<file path="config.mk">
export PLATFORM = sky130hd
export DESIGN_NAME = sat_phase_ctrl
export DESIGN_NICKNAME = d
export VERILOG_FILES = /design/src/rtl/sat_ctrl_pkg.sv /design/src/rtl/sat_lvl_tracker.sv /design/src/rtl/sat_phase_ctrl.sv
export SDC_FILE = /design/constraint.sdc
export NUM_CORES = 1
export LEC_CHECK = 0
export CELL_PAD_IN_SITES_DETAIL_PLACEMENT = 2
export CELL_PAD_IN_SITES_GLOBAL_PLACEMENT = 2
export CORE_UTILIZATION = 31
export CTS_CLUSTER_SIZE = 12
export DETAILED_ROUTE_END_ITERATION = 12
export PLACE_DENSITY_LB_ADDON = 0.25
export SLEW_MARGIN = 40
export SYNTH_ARGS = -nofsm -noshare
export SYNTH_HDL_FRONTEND = slang
export SYNTH_SLANG_ARGS = --single-unit
</file>
<file path="constraint.sdc">
create_clock -name clk -period 2.8 [get_ports clk]
set_input_delay 0.42 -clock clk [delete_from_list [all_inputs] [get_ports clk]]
set_output_delay 0.42 -clock clk [all_outputs]
set_load 0.01 [all_outputs]
</file>
<file path="src/rtl/sat_ctrl_pkg.sv">
// Shared types for the Sat Engine bin phase controller: phase encoding,
// result codes and the default decision-level width.
package sat_ctrl_pkg;

    localparam int WIDTH_LVL_DEF = 16;

    typedef enum logic [2:0] {
        ST_IDLE    = 3'd0,
        ST_LOAD    = 3'd1,
        ST_DECIDE  = 3'd2,
        ST_IMPLY   = 3'd3,
        ST_ANALYZE = 3'd4,
        ST_BKT     = 3'd5,
        ST_FINISH  = 3'd6
    } phase_t;

    typedef enum logic [1:0] {
        RES_NONE    = 2'b00,
        RES_SAT     = 2'b01,
        RES_UNSAT   = 2'b10,
        RES_BKT_OUT = 2'b11
    } result_t;

endpackage

</file>
<file path="src/rtl/sat_lvl_tracker.sv">
// Decision-level bookkeeping for one bin: base, current and backtrack levels,
// the saturating decide increment and the compares against the bin base.
module sat_lvl_tracker
    import sat_ctrl_pkg::*;
#(
    parameter int WIDTH_LVL = WIDTH_LVL_DEF
) (
    input  logic                 clk,
    input  logic                 rst,
    input  logic                 start_load,
    input  logic [WIDTH_LVL-1:0] base_lvl,
    input  logic                 dec_inc,
    input  logic                 bkt_latch,
    input  logic [WIDTH_LVL-1:0] max_lvl,
    input  logic                 bkt_apply,
    output logic [WIDTH_LVL-1:0] cur_lvl,
    output logic [WIDTH_LVL-1:0] bkt_lvl,
    output logic                 cur_at_base,
    output logic                 cur_sat,
    output logic                 base_zero,
    output logic                 max_below_base,
    output logic                 bkt_below_base
);

    logic [WIDTH_LVL-1:0] cur_reg;
    logic [WIDTH_LVL-1:0] bkt_reg;
    logic [WIDTH_LVL-1:0] base_reg;

    always_ff @(posedge clk) begin
        if (!rst) begin
            cur_reg  <= '0;
            bkt_reg  <= '0;
            base_reg <= '0;
        end else begin
            if (start_load) begin
                base_reg <= base_lvl;
                cur_reg  <= base_lvl;
            end
            if (dec_inc && !cur_sat)
                cur_reg <= cur_reg + WIDTH_LVL'(1);
            if (bkt_latch)
                bkt_reg <= max_lvl;
            if (bkt_apply)
                cur_reg <= bkt_reg;
        end
    end

    // The decide strobe already carries the level that becomes current on the next edge.
    assign cur_lvl        = (dec_inc && !cur_sat) ? cur_reg + WIDTH_LVL'(1) : cur_reg;
    assign bkt_lvl        = bkt_reg;
    assign cur_at_base    = (cur_reg == base_reg);
    assign cur_sat        = &cur_reg;
    assign base_zero      = (base_reg == '0);
    assign max_below_base = (max_lvl < base_reg);
    assign bkt_below_base = (bkt_reg < base_reg);

endmodule

</file>
<file path="src/rtl/sat_phase_ctrl.sv">
// Phase sequencer for one Sat Engine bin: load, decide, imply, analyze, backtrack.
// Optional statistics counters are enabled with SAT_PHASE_CTRL_STATS_EN.
module sat_phase_ctrl
    import sat_ctrl_pkg::*;
#(
    parameter int WIDTH_LVL     = WIDTH_LVL_DEF,
    parameter int MAX_IMPLY_CYC = 64,
    parameter int WIDTH_WD      = 7
) (
    input  logic                 clk,
    input  logic                 rst,
    input  logic                 start_i,
    input  logic [WIDTH_LVL-1:0] base_lvl_i,
    output logic                 done_o,
    output logic [1:0]           result_o,
    output logic                 wr_states_o,
    input  logic                 load_ack_i,
    output logic                 dec_req_o,
    input  logic                 dec_found_i,
    input  logic                 dec_none_i,
    output logic                 valid_from_decision_o,
    output logic [WIDTH_LVL-1:0] cur_lvl_o,
    output logic                 apply_imply_o,
    input  logic                 find_imply_any_i,
    input  logic                 find_conflict_any_i,
    output logic                 apply_analyze_o,
    input  logic                 analyze_done_i,
    input  logic [WIDTH_LVL-1:0] max_lvl_i,
    output logic                 apply_bkt_o,
    output logic [WIDTH_LVL-1:0] bkt_lvl_o
`ifdef SAT_PHASE_CTRL_STATS_EN
    ,
    output logic [31:0]          stat_dec_o,
    output logic [31:0]          stat_confl_o,
    output logic [15:0]          stat_wd_o
`endif
);

    phase_t              state;
    result_t             result_q;
    logic [WIDTH_WD-1:0] wd_cnt;

    logic start_run;
    logic dec_strobe;
    logic bkt_latch;
    logic bkt_apply;
    logic wd_last;
    logic wd_expire;
    logic confl_entry;

    logic cur_at_base;
    logic cur_sat;
    logic base_zero;
    logic max_below_base;
    logic bkt_below_base;

    assign start_run   = (state == ST_IDLE) && start_i;
    assign dec_strobe  = (state == ST_DECIDE) && !dec_none_i && dec_found_i && !cur_sat;
    assign bkt_latch   = (state == ST_ANALYZE) && !cur_at_base && analyze_done_i;
    assign bkt_apply   = (state == ST_BKT) && !bkt_below_base;
    assign wd_last     = (wd_cnt == WIDTH_WD'(MAX_IMPLY_CYC - 1));
    assign wd_expire   = (state == ST_IMPLY) && !find_conflict_any_i && find_imply_any_i && wd_last;
    assign confl_entry = (state == ST_IMPLY) && find_conflict_any_i;

    assign valid_from_decision_o = dec_strobe;
    assign result_o              = result_q;

    sat_lvl_tracker #(
        .WIDTH_LVL (WIDTH_LVL)
    ) u_lvl (
        .clk            (clk),
        .rst            (rst),
        .start_load     (start_run),
        .base_lvl       (base_lvl_i),
        .dec_inc        (dec_strobe),
        .bkt_latch      (bkt_latch),
        .max_lvl        (max_lvl_i),
        .bkt_apply      (bkt_apply),
        .cur_lvl        (cur_lvl_o),
        .bkt_lvl        (bkt_lvl_o),
        .cur_at_base    (cur_at_base),
        .cur_sat        (cur_sat),
        .base_zero      (base_zero),
        .max_below_base (max_below_base),
        .bkt_below_base (bkt_below_base)
    );

    // Enables are registered on the transition into their owning state, so they
    // line up exactly with the state register.
    always_ff @(posedge clk) begin
        if (!rst) begin
            state           <= ST_IDLE;
            result_q        <= RES_NONE;
            done_o          <= 1'b0;
            wr_states_o     <= 1'b0;
            dec_req_o       <= 1'b0;
            apply_imply_o   <= 1'b0;
            apply_analyze_o <= 1'b0;
            apply_bkt_o     <= 1'b0;
            wd_cnt          <= '0;
        end else begin
            done_o      <= 1'b0;
            apply_bkt_o <= 1'b0;
            case (state)
                ST_IDLE: begin
                    if (start_i) begin
                        result_q    <= RES_NONE;
                        wr_states_o <= 1'b1;
                        state       <= ST_LOAD;
                    end
                end
                ST_LOAD: begin
                    if (load_ack_i) begin
                        wr_states_o   <= 1'b0;
                        apply_imply_o <= 1'b1;
                        wd_cnt        <= '0;
                        state         <= ST_IMPLY;
                    end
                end
                ST_DECIDE: begin
                    if (dec_none_i) begin
                        dec_req_o <= 1'b0;
                        result_q  <= RES_SAT;
                        done_o    <= 1'b1;
                        state     <= ST_FINISH;
                    end else if (dec_found_i) begin
                        dec_req_o <= 1'b0;
                        if (cur_sat) begin
                            result_q <= RES_UNSAT;
                            done_o   <= 1'b1;
                            state    <= ST_FINISH;
                        end else begin
                            apply_imply_o <= 1'b1;
                            wd_cnt        <= '0;
                            state         <= ST_IMPLY;
                        end
                    end
                end
                ST_IMPLY: begin
                    if (find_conflict_any_i) begin
                        apply_imply_o   <= 1'b0;
                        apply_analyze_o <= !cur_at_base;
                        state           <= ST_ANALYZE;
                    end else if (!find_imply_any_i || wd_last) begin
                        apply_imply_o <= 1'b0;
                        dec_req_o     <= 1'b1;
                        state         <= ST_DECIDE;
                    end else begin
                        wd_cnt <= wd_cnt + WIDTH_WD'(1);
                    end
                end
                ST_ANALYZE: begin
                    // A conflict at the bin's own base level cannot be resolved inside this bin.
                    if (cur_at_base) begin
                        result_q <= base_zero ? RES_UNSAT : RES_BKT_OUT;
                        done_o   <= 1'b1;
                        state    <= ST_FINISH;
                    end else if (analyze_done_i) begin
                        apply_analyze_o <= 1'b0;
                        apply_bkt_o     <= !max_below_base;
                        state           <= ST_BKT;
                    end
                end
                ST_BKT: begin
                    if (bkt_below_base) begin
                        result_q <= RES_BKT_OUT;
                        done_o   <= 1'b1;
                        state    <= ST_FINISH;
                    end else begin
                        apply_imply_o <= 1'b1;
                        wd_cnt        <= '0;
                        state         <= ST_IMPLY;
                    end
                end
                ST_FINISH: begin
                    state <= ST_IDLE;
                end
                default: begin
                    state <= ST_IDLE;
                end
            endcase
        end
    end

`ifdef SAT_PHASE_CTRL_STATS_EN
    always_ff @(posedge clk) begin
        if (!rst || start_run) begin
            stat_dec_o   <= '0;
            stat_confl_o <= '0;
            stat_wd_o    <= '0;
        end else begin
            if (dec_strobe && !(&stat_dec_o))
                stat_dec_o <= stat_dec_o + 32'd1;
            if (confl_entry && !(&stat_confl_o))
                stat_confl_o <= stat_confl_o + 32'd1;
            if (wd_expire && !(&stat_wd_o))
                stat_wd_o <= stat_wd_o + 16'd1;
        end
    end
`else
    logic unused_stats;
    assign unused_stats = confl_entry ^ wd_expire;
`endif

endmodule
</file>
==> results.toml, run 1 <==
[status]
status = "finished clean"

[logic_synthesis]
yosys-top-cells-area = "dfxtp_1, ha_1, xnor2_1"
synth_seq_area_share_pct = 30.6
synthDominantCellAreaShare_pct = 30.6
ys_ff_latch = 66
syn_area_per_cell_sq_um = 8.02
synth_nets = 612
ys_top_cells_by_count = "dfxtp_1, nand2_1, nor2_1, a21oi_1, o21ai_0"
synth_cell_type_count = 58
synthArstFlopShare_pct = 0
synth_top_flop_cell = "dfxtp_1"
yosys.area.top_type = "dfxtp_1"
synthesis.area_sq_um = 4320
yosysWarnings = 0
synthCells = 539
synth_most_common_cell = "dfxtp_1"
synth_edf_count = 0

[grt]
antenna_found_initial = 0
grt_max_degree = 20
grt_overflow_total = 0
use_met3_pct = 3.66
grt_pass1_vias = 5336
met1_usage_pct = 31.5
grtUsageTotal_pct = 28.1
grtUsageMet2_pct = 51.9
grt_pass1_wl_um = 30300
gr-max-usage-layer = "met2"

[routing]
ant_nets = 0
wl_per_cell_um = 22.5
drt-initial-drc-count = 185
vias = 4695
route.detailed.drc = 0
routed_wl_um = 19300
via_per_inst = 5.47
drt_pass1_iterations = 4

[floorplanning]
dieArea_sq_um = 14400
rows = 42
fp.coreArea_sq_um = 13400
dieHeight_um = 120
die_w_um = 120
ios = 82
start_util_pct = 32.3

[final_layout]
area_delta_synth_final_pct = 42.0
finalInstanceArea_sq_um = 6140
final_util_pct = 45.8
antennaDiodeCount = 0
finalNonFillerCells = 858
drive_gt1_share_pct = 20.1
nNetsFinal = 750

[clock_tree]
cts_tree = "done"
clkLatencyLatePin_ns = 0.36
cts.sinks = 66
htree_num_levels = 3
cts_hold_buffers = 0
clkTransAtPathRegs_ns = 0.06
clockBufferDepth = 2
cts_made_buffers = 9
root_buffer = "clkbuf_16"

[sta]
fmax_ghz = 0.362
skew_ns = 0.00565
period_share_pct = 98.6
min_period_ns = 2.76
slew_violations = 0
relSlewSlack_pct = 60.3
final.setup.tns_ns = 0
worstMarginPinSlew_ns = 0.589
final-setup-viol-count = 0
timing.hold.ws_ns = 0.482
hold_viol_final = 0

[worst_setup_path]
crit_path_start_kind = "flop"
worstPathRequired_ns = 2.38
worst-path-max-fanout = 7
critical_path_arrival_ns = 2.34
crit_type = "flop to output pin"
worstSetupEndpointType = "output pin"
crit_top_cell = "buf_4"
crit_slowest_cell = "dfxtp_1"
crit_chain = "buf_4 > and4_2 > nand4_1 > buf_4 > nor2_1 > and3_2 > nand2_1 > xnor2_1 > clkdlybuf4s15_1"
critPathTopFamily = "simple AND/OR/NAND/NOR gates"
max_stage_delay_ns = 0.34
worst-path-buf-inv = 3

[placed_design]
port_buffers = 81
post-place-cells = 837
hpwl_um = 14800
place_area_sq_um = 5780
place.gp.congestion = 0.844

[job]
drv_cap = 0

[power_and_ir_drop]
pwr-share-comb_pct = 49.6
p_int_mw = 2.85
clockPowerShare_pct = 24.2
power_frac_seq_pct = 26.2
p_per_area_nw_per_um2 = 783
ir_drop_mv = 0.324
power.leakage_nw = 2.61
power.switching_mw = 1.95
switching_share_pct = 40.6

[hold_path]
hp-class = "flop to flop"
-- placed cells by master (no fill, tap or decap), types with 3 or more instances in the layout --
cell type / n
buf_4: 78
dfxtp_1: 64
clkdlybuf4s50_1: 64
nand2_1: 61
nor2_1: 52
a21oi_1: 50
o21ai_0: 33
ha_1: 32
xnor2_1: 29
inv_1: 20
nand3_1: 16
mux2i_1: 16
nand4_1: 12
xor2_1: 9
clkbuf_16: 9
nor2b_1: 8
o221a_2: 7
nor4_1: 6
o211a_1: 6
nand2b_1: 5
nor3_1: 5
buf_2: 5
or3_1: 4
o211ai_1: 4
a22oi_1: 4
clkinv_2: 4
clkdlybuf4s15_1: 4
clkbuf_2: 4
and3_1: 3
nor3_2: 3
a211oi_1: 3
dlygate4sd2_1: 3
-- cells by family after synthesis --
logic type,share of synthesized area (%)
AO/OA/AOI/OAI,22.2
XOR/XNOR,7.90
adder cells (fa/ha/maj),9.26
buffers and inverters,5.06
flip-flops,30.6
multiplexers,3.70
AND/OR/NAND/NOR,21.3
-- metrics by stage --
stage               total power [mW]  worst slack (ns)
finish                          4.80            0.0406
global route                    5.05           -0.0139
CTS                             4.77           0.00101
detailed placement              3.60            -0.390
global placement                3.47            -0.311
floorplan                       2.54             0.445
-- power groups by stage --
stage	sequential [mW]	combinational [mW]	clock, mW
after global placement	1.25	2.23	0
final	1.26	2.38	1.16
after CTS	1.25	2.35	1.17
after floorplan	1.25	1.29	0
after global routing	1.27	2.57	1.21
after detailed placement	1.27	2.34	0
-- final timing paths --
| kind | end | depth (start not counted) | slack [ns] | from |
|---|---|---|---|---|
| setup / recovery | cur_lvl_o[15] | 9 | 0.04 | u_lvl.cur_reg[2] |
| hold / removal | wd_cnt[6] | 1 | 0.48 | wd_cnt[6] |
| setup reg to reg | u_lvl.cur_reg[3] | 10 | 0.09 | u_lvl.base_reg[1] |
| hold reg to reg | wd_cnt[6] | 1 | 0.48 | wd_cnt[6] |
-- layout make-up --
cell class,instances,area [sq um]
sequential,66,1320
clock buffer,10,229
tap,176,220
fill,1534,7260
timing repair buffer,160,1370
inverter,20,75.1
clock inverter,6,57.6
multi-input combinational,420,2860
-- metal layers --
metal	part of all wire, %	wire length, um
met3	3.0	588
met1	41	7940
met2	52	10000
met4	3.7	718
met5	0	0
-- what timing repair did --
| action | in CTS | in global routing |
|---|---|---|
| pin swaps | 3 | 6 |
| resized for setup | 39 | 23 |
| setup buffers | 3 | 2 |
| endpoints found under the setup margin | 25 | 35 |
Note: power is estimated with default switching activity, not from simulation.
==> inputs of run 2 (changes only) <==
- GPL_ROUTABILITY_DRIVEN: unset -> 0
==> results of run 2 <==
The final DEF is identical to that of run 1; final timing and power are the same.
==> inputs of run 3 (changes only) <==
- SLEW_MARGIN: 40 -> 20
==> results of run 3 <==
The final DEF is identical to that of run 1; final timing and power are the same.
